`config.mk`:
```
export PLATFORM = sky130hd
export DESIGN_NAME = event_pending8
export DESIGN_NICKNAME = d
export VERILOG_FILES = /design/src/rtl/event_pkg.sv /design/src/rtl/Or8Way.sv /design/src/rtl/rr_arbiter8.sv /design/src/rtl/event_pending8.sv
export SDC_FILE = /design/constraint.sdc
export NUM_CORES = 1
export LEC_CHECK = 0
export CAP_MARGIN = 30
export CORE_ASPECT_RATIO = 0.8
export CORE_UTILIZATION = 50
export DETAILED_ROUTE_END_ITERATION = 10
export DONT_BUFFER_PORTS = 1
export PLACE_DENSITY = 0.73
export REMOVE_ABC_BUFFERS = 1
export SLEW_MARGIN = 10
export SYNTH_ARGS = -nofsm -noshare
export SYNTH_HDL_FRONTEND = slang
export SYNTH_SLANG_ARGS = --single-unit
```
`constraint.sdc`:
```
create_clock -name clk -period 4.4 [get_ports clk]
set_input_delay 0.88 -clock clk [delete_from_list [all_inputs] [get_ports clk]]
set_output_delay 0.88 -clock clk [all_outputs]
set_load 0.02 [all_outputs]
```
`src/rtl/event_pkg.sv`:
```
// Shared constants and FSM state type for the event_pending8 slice.
package event_pkg;

    localparam int unsigned N     = 8;
    localparam int unsigned IDX_W = 3;

    typedef enum logic [1:0] {
        IDLE  = 2'd0,
        OFFER = 2'd1,
        GAP   = 2'd2
    } state_t;

endpackage

```
`src/rtl/Or8Way.sv`:
```
// 8-input OR reduction used for the any_pending flag.
module Or8Way (
    input  logic [7:0] in,
    output logic       out
);

    // Reduce all eight inputs to a single flag.
    always_comb begin
        out = |in;
    end

endmodule

```
`src/rtl/rr_arbiter8.sv`:
```
// Combinational round-robin picker over 8 requests, starting at ptr.
module rr_arbiter8 import event_pkg::*; (
    input  logic [N-1:0]     req,
    input  logic [IDX_W-1:0] ptr,
    output logic [IDX_W-1:0] idx,
    output logic             hit
);

    // Scan ptr, ptr+1, ... (wrapping 7->0) and take the first set request.
    always_comb begin
        logic [IDX_W-1:0] pos;
        idx = '0;
        hit = 1'b0;
        pos = '0;
        for (int unsigned k = 0; k < N; k++) begin
            pos = ptr + IDX_W'(k);
            if (!hit && req[pos]) begin
                hit = 1'b1;
                idx = pos;
            end
        end
    end

endmodule

```
`src/rtl/event_pending8.sv`:
```
// Sticky pending-bit capture for 8 event lines with round-robin grant offer.
// Optional feature: define EVT_MASK_EN to add a mask input that excludes bits
// from arbitration and from any_pending while still latching them.
module event_pending8 import event_pkg::*; (
    input  logic             clk,
    input  logic             rst_n,
    input  logic [N-1:0]     evt,
    output logic [N-1:0]     pending,
    output logic             any_pending,
    output logic             gnt_valid,
    output logic [IDX_W-1:0] gnt_idx,
    input  logic             gnt_ready,
    output logic             ovf,
    input  logic             clr_ovf
`ifdef EVT_MASK_EN
    ,
    input  logic [N-1:0]     mask
`endif
);

    state_t           state, state_n;
    logic [N-1:0]     evt_q;
    logic [N-1:0]     rise;
    logic [N-1:0]     clr;
    logic [N-1:0]     pending_n;
    logic [N-1:0]     eligible;
    logic             ovf_n;
    logic             accept;
    logic [IDX_W-1:0] gnt_idx_n;
    logic [IDX_W-1:0] rr_ptr, rr_ptr_n;
    logic [IDX_W-1:0] arb_idx;
    logic             arb_hit;

`ifdef EVT_MASK_EN
    assign eligible = pending & ~mask;
`else
    assign eligible = pending;
`endif

    assign accept = (state == OFFER) && gnt_ready;

    rr_arbiter8 u_arb (
        .req (eligible),
        .ptr (rr_ptr),
        .idx (arb_idx),
        .hit (arb_hit)
    );

    Or8Way u_or (
        .in  (eligible),
        .out (any_pending)
    );

    // Edge detect, pending set/clear (set wins) and sticky overflow.
    always_comb begin
        rise = evt & ~evt_q;
        clr  = '0;
        if (accept) begin
            clr[gnt_idx] = 1'b1;
        end
        pending_n = rise | (pending & ~clr);
        if (|(rise & pending & ~clr)) begin
            ovf_n = 1'b1;
        end else if (clr_ovf) begin
            ovf_n = 1'b0;
        end else begin
            ovf_n = ovf;
        end
    end

    // Datapath registers.
    always_ff @(posedge clk or negedge rst_n) begin
        if (!rst_n) begin
            evt_q   <= '0;
            pending <= '0;
            ovf     <= 1'b0;
        end else begin
            evt_q   <= evt;
            pending <= pending_n;
            ovf     <= ovf_n;
        end
    end

    // Grant FSM next-state and outputs.
    always_comb begin
        state_n   = state;
        gnt_idx_n = gnt_idx;
        rr_ptr_n  = rr_ptr;
        gnt_valid = 1'b0;
        case (state)
            IDLE: begin
                if (arb_hit) begin
                    state_n   = OFFER;
                    gnt_idx_n = arb_idx;
                end
            end
            OFFER: begin
                gnt_valid = 1'b1;
                if (gnt_ready) begin
                    rr_ptr_n = gnt_idx + 1'b1;
                    state_n  = GAP;
                end
            end
            GAP: begin
                state_n = IDLE;
            end
            default: begin
                state_n = IDLE;
            end
        endcase
    end

    // Grant FSM state, held index and round-robin pointer.
    always_ff @(posedge clk or negedge rst_n) begin
        if (!rst_n) begin
            state   <= IDLE;
            gnt_idx <= '0;
            rr_ptr  <= '0;
        end else begin
            state   <= state_n;
            gnt_idx <= gnt_idx_n;
            rr_ptr  <= rr_ptr_n;
        end
    end

endmodule
```
# ---- Yosys cells after proc, flatten, opt, wreduce, memory -nomap -nowiden
# Cells that the tools add are included.
dict set report op_classes {
  n_addsub 8
  magnitude_cmp 10
  n_eq_ne 3
  muxes 41
  bitwise_logic 7
  reduce_logical 23
}
# cell count
set ops {}
lappend ops {{$lt A3 B4 Y1 const B} 9}
lappend ops {{$and A8 B8 Y8} 4}
lappend ops {{$bmux W1 S3} 8}
lappend ops {{$mux W3} 8}
lappend ops {{$mux W1} 20}
lappend ops {{$not A8 Y8} 2}
lappend ops {{$reduce_or A8 Y1} 2}
lappend ops {{$add A3 B3 Y3 const B} 4}
lappend ops {{$logic_and A1 B1 Y1} 9}
lappend ops {{$mux W8} 1}
lappend ops {{$or A8 B8 Y8} 1}
lappend ops {{$logic_not A1 Y1} 7}
lappend ops {{$add A3 B1 Y3 const B} 2}
lappend ops {{$add A3 B2 Y3 const B} 2}
lappend ops {{$reduce_and A2 Y1} 3}
lappend ops {{$mux W2} 2}
lappend ops {{$ne A2 B2 Y1 const B} 2}
lappend ops {{$pmux W2 S2} 1}
lappend ops {{$demux W1 S3} 1}
lappend ops {{$ge A3 B1 Y1 const B} 1}
lappend ops {{$eq A2 B1 Y1 const B} 1}
lappend ops {{$logic_not A2 Y1} 1}
lappend ops {{$reduce_bool A2 Y1} 1}
dict set report totals {
  reg_bits 25
  input_bits 12
  out_inout_bits 14
  wordCells 98
}

# ---- Longest topological paths before layout
# Gate-level depths: netlist of run 1.
dict set report logic_depth {
  word_depth 26
  ltp_mapped 11
  depth_no_buf 8
}

# ---- By module
# From an unflattened synthesis of run 1, not the netlist that was laid out.
dict set report hier_totals {
  cells_unflattened 221
  area_unflattened_um2 2157.1
}
# module n_inst cells_each area_per_inst_um2 seq_area_each_um2
set modules_own_cells {}
lappend modules_own_cells {rr_arbiter8 1 121 1081.0 0.0}
lappend modules_own_cells {event_pending8 1 97 1059.8 625.6}
lappend modules_own_cells {Or8Way 1 3 16.3 0.0}

# ---- Worst setup path after synthesis of run 1
# No wires, ideal clock.
dict set report synth_path {
  path_type {register to register}
  startpoint {register rr_ptr[0]}
  endpoint {register gnt_idx[1]}
  setup_time_ps 92
  arrival_time_ps 2446
  t_required_ps 4308
  slack_ps 1863
  path_stages_with_launch 11
  n_path_buf 2
  period_less_slack_ps 2537
  cell_sequence {dfrtp_1 buf_6 buf_2 inv_1 ha_1 xor2_1 mux2_2 o21ai_0 a21oi_1 o32a_1 o221ai_1}
}
dict set report synth_between {
  elab_chain_cells 25
  elab_cells_between_ends 54
  classes_between {add/sub (7); mux (32); reduce/logical (15)}
}
# element line_no
set synth_lines {}
lappend synth_lines {{start, declared} event_pending8.sv:30} ;# logic [IDX_W-1:0] rr_ptr, rr_ptr_n;
lappend synth_lines {{start signal, assigned} event_pending8.sv:122} ;# rr_ptr <= rr_ptr_n;
lappend synth_lines {{parallel branches: the longest is 25 deep, another holds $add A3 B1 Y3} --}
lappend synth_lines {{end signal, assigned} event_pending8.sv:121} ;# gnt_idx <= gnt_idx_n;
lappend synth_lines {{end, declared} event_pending8.sv:11} ;# output logic [IDX_W-1:0] gnt_idx,
# Parallel ways; which one is timed is not known. The select of a mux whose other input is x is not followed.
# A chain may end at the register's enable or synchronous reset.

# ---- Worst setup path after layout of run 1
dict set report layout_path {
  startpoint {register rr_ptr[1]}
  endpoint {register gnt_idx[2]}
}
# The elaborated chain is that of the path after synthesis.

==> results of run 1 <==
==> per-layer routing <==
metal | GRT usage | wire length, um | part of all wire
met5 | 0 | 0 | 0
met2 | 0.3324 | 1957 | 0.42
met1 | 0.3698 | 2113 | 0.45
met4 | 0.07283 | 50 | 0.011
met3 | 0.05308 | 536 | 0.12
==> cell families after synthesis <==
logic type      share of synthesized area
simple gates                       0.1549
compound gates                     0.1994
mux                                0.2320
flops                              0.3135
buf+inv                           0.06019
xor+xnor                          0.02132
fa+ha+maj                         0.01881
==> registers in the layout, indices dropped and copies added, names as in the netlist <==
register  count
ovf           1
pending       8
evt_q         8
rr_ptr        3
state         2
gnt_idx       3
==> where the power goes <==
group | switching (mW) | total (mW) | internal (mW)
sequential | 0.192 | 0.481 | 0.288
clock | 0.0830 | 0.150 | 0.0666
combinational | 0.520 | 0.930 | 0.410
==> critical path: stages, from the launching register on <==
cell	delay, ps
dfrtp_1	830
inv_1	190
ha_1	660
mux4_2	340
a21boi_0	240
a211oi_1	80
o32a_1	350
o221ai_1	170
a31oi_1	100
==> metrics by stage <==
step	utilization	hold WS (ps)	setup WS, ps	cells
floorplan	-	425.6	1566	192
global placement	0.5289	431.9	1446	248
detailed placement	0.5289	439.4	1358	248
CTS	0.5421	275.7	1365	252
global route	0.5421	266.3	1108	252
finish	0.5421	280.9	1326	252
==> area by class of cell <==
cell class / count / area, um^2 / share of cell area
Sequential cell: 25 / 625.6 / 0.3034
Timing Repair Buffer: 1 / 7.507 / 0.003641
Multi-Input combinational cell: 151 / 1250 / 0.6062
Tap cell: 55 / 68.82 / 0.03337
Inverter: 16 / 60.06 / 0.02913
Clock inverter: 1 / 8.758 / 0.004248
Clock buffer: 3 / 41.29 / 0.02002
==> final timing paths <==
check,to,cells after the start
max,gnt_idx[2]$_DFFE_PN0P_,8
min,evt_q[1]$_DFF_PN0_,0
max reg2reg,gnt_idx[2]$_DFFE_PN0P_,8
min reg2reg,pending[4]$_DFF_PN0_,1
max in group asynchronous,rr_ptr[1]$_DFFE_PN0P_,0
min in group clk,pending[4]$_DFF_PN0_,1
==> synthesized netlist by cell type, types with 3 or more instances <==
cell       n
o21ai_0   22
inv_1     16
and2_1     3
a21boi_0   3
nor2_1     7
mux2_2     7
ha_1       3
nand3_1    3
a21oi_1    5
nor4_1     3
nand2_1   15
nor3_1    11
nand2b_1   8
dfrtp_1   25
o32a_1     3
o31ai_1    3
a211oi_1   3
buf_2      3
mux4_2    10
mux2i_1   11
==> results.txt, run 1 <==
status = finished clean
layout cells sized above 1 = 0.1523
Setup Skew = 2.760 ps
worst path required time = 4570 ps
fill count = 344
die width = 72.64 um
Setup Crit Path Kind = flop to flop
GRT Total Usage = 0.2389
highest achievable clock rate = 325.3 MHz
Initial Util = 0.5247
CTS Hold Bufs = 0
crit path launch = rr_ptr[1]$_DFFE_PN0P_
drc violations = 0
highest-count cells in the layout ignoring fill and taps = dfrtp_1 (25), o21ai_0 (22), inv_1 (16)
via count = 1,622
total die area = 0.004250 mm^2
CTS resizes = 0
max-slew violation count = 0
commonest non-fill, non-tap cell in the layout = dfrtp_1
# setup viols final = 0
worst slew pin tran = 736.8 ps
largest net degree at the start of global routing = 26
Routed WL per cell = 18.48 um
Synth Register Bits = 25
Synth cell types = 50
Yosys top cell by area = dfrtp_1
Tmin final = 3074 ps
height of the die = 58.51 um
Core ar. = 0.003804 mm^2
Synth Instances = 200
Inserted Clock Buffers = 3
Pwr Density = 756.7 mW/mm^2
Iter 0 DRT Violations = 152
CTS Root Cell = clkbuf_8
final wirelength = 4658 um
Critical Path Source Type = flop
clk_lat worst skew = 280 ps
global-route wire length before repair = 7576 um
VDD IR max = 373.7 uV
RSZ-0062 raised after global routing = no
antenna violation net count after detailed routing = 0
total grt overflow = 0
io pins = 26
Worst-path clk slew = 100 ps
Hold Crit Class = input port to async pin
Vias/cell = 6.437
Sink Count = 25
DR pass1 iterations = 4
Cell Area, Synth = 0.001996 mm^2
synth top area cells = dfrtp_1 (31%), mux4_2 (11%), mux2i_1 (5.5%)
number of I/O port buffers = 0
area post-placement = 0.002012 mm^2
mean post-synth cell area = 9.978 um^2
Leak = 0.8188 nW
power consumption = 1.560 mW
Worst slew margin = 0.5088
asr flop ratio synth = 1.000
DP HPWL = 3512 um
max_cap viols = 0
Most used DFF post-synth = dfrtp_1
CP endpoint kind = flop
setup bufs post-CTS = 0
FP Rows = 20
reg2reg setup slack = 1330 ps
area delta synth->final = 3.323%
Critical R2R Launch = rr_ptr[1]$_DFFE_PN0P_
post-layout instance area = 0.002062 mm^2
clk buf depth = 2
initial antenna violation count = 0
sequential element share of the synthesized area = 0.3135
Synth warnings = 0
vias in the first global route = 1,455
final period utilization = 0.6986
Worst Path Arrival = 3240 ps
setup TNS = 0 ps
RD Place Congestion = 0.9277
top cell type's share of synthesized area = 0.3135
n_diodes = 0
H-tree Lvls = 1
number of synthesized flops with an enable pin = 0
final net count = 213
CTS tree = built
CP max FO = 17
Final Hold Fails = 0
(Power assumes the default switching activity.)
==> run 2: changes to the inputs <==
--- a/config.mk
+++ b/config.mk
@@ -10,7 +10,7 @@
 export CORE_UTILIZATION = 50
 export DETAILED_ROUTE_END_ITERATION = 10
 export DONT_BUFFER_PORTS = 1
-export PLACE_DENSITY = 0.73
+export PLACE_DENSITY = 0.76
 export REMOVE_ABC_BUFFERS = 1
 export SLEW_MARGIN = 10
 export SYNTH_ARGS = -nofsm -noshare
==> constraint.sdc (replaced) <==
create_clock -name clk -period 2.5 [get_ports clk]
set_input_delay 0.5 -clock clk [delete_from_list [all_inputs] [get_ports clk]]
set_output_delay 0.5 -clock clk [all_outputs]
set_load 0.02 [all_outputs]
==> results.txt, run 2 (synthesis results as in run 1) <==
Worst Path Arrival = 2530 ps (-710 ps)
antenna violation net count after detailed routing = 0 (unchanged)
H-tree Lvls = 1 (unchanged)
layout cells sized above 1 = 0.2579 (+0.1056)
FP Rows = 20 (unchanged)
setup ws final = 113.9 ps (-1212 ps)
R2R depth = 7 (-1)
status = finished clean
Iter 0 DRT Violations = 172 (+13%)
drc violations = 0 (unchanged)
worst slew pin tran = 444.8 ps (-292.0 ps)
io pins = 26 (unchanged)
Initial Util = 0.5247 (unchanged)
number of I/O port buffers = 0 (unchanged)
CTS Root Cell = clkbuf_8
RSZ-0062 raised after global routing = no
DR pass1 iterations = 4 (unchanged)
# setup viols final = 0 (unchanged)
highest achievable clock rate = 419.1 MHz (+29%)
via count = 1,720 (+6.0%)
CTS tree = built
RD Place Congestion = 0.9653 (+4.1%)
Critical Path Source Type = flop
Routed WL per cell = 18.06 um (-2.3%)
DP HPWL = 3907 um (+11%)
Setup Crit Path Kind = flop to flop
Inserted Clock Buffers = 3 (unchanged)
global-route wire length before repair = 8162 um (+7.7%)
Setup Skew = 5.118 ps (+2.359 ps)
critical-path cell list = buf_6, mux4_2, nand2_1, o21ai_0, or4b_1, o31ai_1, a31oi_1
Hold Crit Class = input port to async pin
Final Hold Fails = 0 (unchanged)
worst path required time = 2650 ps (-1920 ps)
Sink Count = 25 (unchanged)
CP max FO = 9 (-8)
die width = 72.64 um (unchanged)
Leak = 0.9338 nW (+14%)
Tmin final = 2386 ps (-687.9 ps)
Vias/cell = 6.232 (-3.2%)
Pwr Density = 1331 mW/mm^2 (+76%)
total die area = 0.004250 mm^2 (unchanged)
Worst-path clk slew = 80 ps (-20 ps)
final wirelength = 4985 um (+7.0%)
final net count = 237 (+11%)
power consumption = 3.015 mW (+93%)
CP endpoint kind = flop
n_diodes = 0 (unchanged)
height of the die = 58.51 um (unchanged)
dpl ws = 144.4 ps (-1213 ps)
Worst slew margin = 0.7035 (+0.1947)
clk_lat worst skew = 270 ps (about the same)
max_cap viols = 0 (unchanged)
max-slew violation count = 0 (unchanged)
setup bufs post-CTS = 0 (unchanged)
total grt overflow = 0 (unchanged)
final period utilization = 0.9545 (+0.2558)
Core ar. = 0.003804 mm^2 (unchanged)
area delta synth->final = 13.54%
vias in the first global route = 1,638 (+13%)
initial antenna violation count = 0 (unchanged)
Largest regs = evt_q x8, pending x8
highest-count cells in the layout ignoring fill and taps = dfrtp_1 (25), buf_4 (23), o21ai_0 (22)
largest net degree at the start of global routing = 26 (unchanged)
GRT Total Usage = 0.2545 (+0.01556)
clk buf depth = 2 (unchanged)
VDD IR max = 466.9 uV (+25%)
Max stage delay on crit path = 540 ps (-290 ps)
slowest CP cell = mux4_2
commonest non-fill, non-tap cell in the layout = dfrtp_1
[run 2: area by class of cell]
cell class                 count  area, um^2
multi-input combinational    151        1261
tap                           55       68.82
fill                         322        1538
sequential                    25       625.6
timing repair buffer          25       203.9
clock buffer                   3       41.29
inverter                      16       60.06
clock inverter                 1       5.005
[run 2: timing repair]
item                                    CTS  global route
hold endpoints to repair                 25             0
hold buffers                              1             0
gates resized for setup                   0             4
endpoints found under the setup margin    0             1
[run 2: layer usage]
layer / GRT usage / part of all wire
met2: 0.3925 / 0.45
met4: 0.03922 / 0
met1: 0.3735 / 0.45
met5: 0 / 0
met3: 0.06164 / 0.10
[run 2: critical path, delay by kind of cell (launching register included)]
kind / cells / cell delay, ps
buf+inv: 1 / 180
mux: 1 / 540
flops: 1 / 430
simple gates: 2 / 640
compound gates: 3 / 480
[run 2: power breakdown]
part | internal (mW) | leakage [nW] | switching, mW | total, mW
Sequential | 0.511 | 0.274 | 0.230 | 0.741
Combinational | 0.942 | 0.634 | 1.10 | 2.04
Clock | 0.111 | 0.0255 | 0.119 | 0.231
[run 2: worst paths after layout]
kind                            slack [ps]                  start                     end
worst max-delay path                   110  rr_ptr[0]$_DFFE_PN0P_  gnt_idx[2]$_DFFE_PN0P_
worst min-delay path                    30                  rst_n      evt_q[5]$_DFF_PN0_
max in group asynchronous             2320                  rst_n    pending[2]$_DFF_PN0_
worst min register to register         450     evt_q[6]$_DFF_PN0_    pending[6]$_DFF_PN0_
worst max register to register         110  rr_ptr[0]$_DFFE_PN0P_  gnt_idx[2]$_DFFE_PN0P_
min in group clk                       250                 evt[5]      evt_q[5]$_DFF_PN0_
[run 2: per-stage QoR]
step / util / hold WS (ps) / area, um^2 / cells / setup TNS [ps]
6_report: 0.5957 / 34.55 / 2266 / 276 / 0
5_1_grt: 0.5957 / 32.08 / 2266 / 276 / 0
4_1_cts: 0.5918 / 31.52 / 2251 / 276 / 0
3_5_place_dp: 0.5743 / 204.8 / 2185 / 271 / 0
3_3_place_gp: 0.5743 / 204.9 / 2185 / 271 / 0
2_1_floorplan: - / 204.4 / 1936 / 192 / -882.3
==> run 3: changes to the inputs <==
--- a/config.mk
+++ b/config.mk
@@ -7,10 +7,10 @@
 export LEC_CHECK = 0
 export CAP_MARGIN = 30
 export CORE_ASPECT_RATIO = 0.8
-export CORE_UTILIZATION = 50
+export CORE_UTILIZATION = 40
 export DETAILED_ROUTE_END_ITERATION = 10
 export DONT_BUFFER_PORTS = 1
-export PLACE_DENSITY = 0.76
+export PLACE_DENSITY = 0.64
 export REMOVE_ABC_BUFFERS = 1
 export SLEW_MARGIN = 10
 export SYNTH_ARGS = -nofsm -noshare
==> results.txt, run 3 (synthesis results as in run 1) <==
die width = 80.97 um (+11%)
final wirelength = 5257 um (+5.5%)
VDD IR max = 523.0 uV (+12%)
worst slew pin tran = 422.2 ps (-22.57 ps)
antenna violation net count after detailed routing = 0 (unchanged)
via count = 1,708 (-0.70%)
Inserted Clock Buffers = 3 (unchanged)
number of I/O port buffers = 0 (unchanged)
max_cap viols = 0 (unchanged)
initial antenna violation count = 0 (unchanged)
total die area = 0.005277 mm^2 (+24%)
largest net degree at the start of global routing = 26 (unchanged)
Largest regs = evt_q x8, pending x8
DR pass1 iterations = 4 (unchanged)
clk_lat worst skew = 270 ps (about the same)
CTS tree = built
clk buf depth = 2 (unchanged)
DP HPWL = 4068 um (+4.1%)
area post-placement = 0.002176 mm^2 (-0.40%)
Vias/cell = 6.100 (-2.1%)
layout cells sized above 1 = 0.2545 (-0.003373)
final net count = 236 (-0.42%)
height of the die = 65.18 um (+11%)
post-layout util = 0.4856 (-0.1102)
Final Hold Fails = 0 (unchanged)
highest-count cells in the layout ignoring fill and taps = dfrtp_1 (25), buf_4 (23), o21ai_0 (22)
FP Rows = 22 (+10%)
CP endpoint kind = flop
# setup viols final = 0 (unchanged)
Tmin final = 2369 ps (-17.00 ps)
Worst slew margin = 0.7185 (+0.01505)
Max stage delay on crit path = 470 ps (-70 ps)
RSZ-0062 raised after global routing = no
n_diodes = 0 (unchanged)
Hold Worst Slack = 25.50 ps (-9.056 ps)
Setup Skew = 4.898 ps (-0.2200 ps)
io pins = 26 (unchanged)
max layer used = met4
Hold Crit Class = input port to async pin
met3 WL = 534 um (+7.2%)
Worst-path clk slew = 100 ps (+20 ps)
global-route wire length before repair = 8880 um (+8.8%)
Setup Crit Path Kind = flop to flop
crit path launch = rr_ptr[0]$_DFFE_PN0P_
Critical Path Source Type = flop
H-tree Lvls = 1 (unchanged)
reg2reg setup slack = 130 ps (+20 ps)
R2R depth = 7 (unchanged)
Initial Util = 0.4265 (-0.09820)
commonest non-fill, non-tap cell in the layout = dfrtp_1
Iter 0 DRT Violations = 187 (+8.7%)
slowest CP cell = or4b_1
total grt overflow = 0 (unchanged)
Routed WL per cell = 18.78 um (+3.9%)
post-layout instance area = 0.002272 mm^2 (+0.28%)
status = finished clean
DRT met1 WL = 2519 um (+12%)
RD Place Congestion = 0.9437 (-2.2%)
vias in the first global route = 1,650 (+0.73%)
max-slew violation count = 0 (unchanged)
Sink Count = 25 (unchanged)
highest achievable clock rate = 422.1 MHz (+0.72%)
CP max FO = 8 (-1)
Critical R2R Launch = rr_ptr[0]$_DFFE_PN0P_
drc violations = 0 (unchanged)
Reg-to-Reg End = gnt_idx[2]$_DFFE_PN0P_
Pwr Density = 1343 mW/mm^2 (+0.94%)
fill count = 444 (+38%)
Leak = 0.9243 nW (-1.0%)
CTS Root Cell = clkbuf_8
Met2 Wirelength = 2149 um (-4.0%)
crit-path leading delay family = multiplexers
Core ar. = 0.004679 mm^2 (+23%)
Worst Path Arrival = 2530 ps (about the same)
final period utilization = 0.9477 (-0.006801)
worst path bufs/invs = 1 (unchanged)
worst path required time = 2660 ps (about the same)
GRT Total Usage = 0.2258 (-0.02872)
area delta synth->final = 13.86%
critical-path cell list = buf_4, mux2i_2, mux4_2, nand2_1, or4b_1, o31ai_1, a31oi_1
run 3: where the power goes:
part / internal (mW) / leakage, nW / switching [mW]
registers: 0.510 / 0.274 / 0.235
logic: 0.936 / 0.629 / 1.12
clock network: 0.113 / 0.0217 / 0.140
total: 1.56 / 0.924 / 1.49
run 3: metal layers:
layer	track usage	vias to the layer above
li1	-	797
met3	0.05278	8
met4	0.04464	0
met5	0	-
met1	0.3457	830
met2	0.3204	73
run 3: per-stage QoR:
step           setup TNS [ps]  setup WS (ps)  instances  power [mW]
6_report                    0          130.9        280       3.052
4_1_cts                     0          22.45        279       2.990
3_3_place_gp                0          135.9        274       2.712
3_5_place_dp                0          37.79        274       2.716
5_1_grt                     0          1.606        280       3.278
2_1_floorplan          -882.3         -334.3        192       2.076
run 3: layout make-up:
class / count / area [um^2] / area share
inverter: 16 / 60.06 / 0.02643
clock buffer: 3 / 41.29 / 0.01817
multi-input combinational: 151 / 1270 / 0.5589
tap: 60 / 75.07 / 0.03304
sequential: 25 / 625.6 / 0.2753
clock inverter: 1 / 7.507 / 0.003304
timing repair buffer: 24 / 192.7 / 0.08480
run 3: worst max path at each step:
stage	slack, ps	to	cells past startpoint
after global routing	2	gnt_idx[0]$_DFFE_PN0P_	7
after detailed placement	40	gnt_idx[2]$_DFFE_PN0P_	7
after CTS	20	gnt_idx[2]$_DFFE_PN0P_	7
final	130	gnt_idx[2]$_DFFE_PN0P_	7
after floorplan	-330	gnt_idx[0]$_DFFE_PN0P_	7
after global placement	140	gnt_idx[2]$_DFFE_PN0P_	7
run 3: timing repair:
item,in CTS,in global routing
buffers inserted,0,1
resized for setup,0,4
hold buffers,1,0
endpoints found under the setup margin,0,3
hold endpoints to repair,25,0
run 3: worst reg2reg max path, cell delays in order, from the launching register on:
cell and delay [ps]:
dfrtp_1 430, buf_4 230, mux2i_2 380, mux4_2 370
nand2_1 100, or4b_1 470, o31ai_1 210, a31oi_1 60
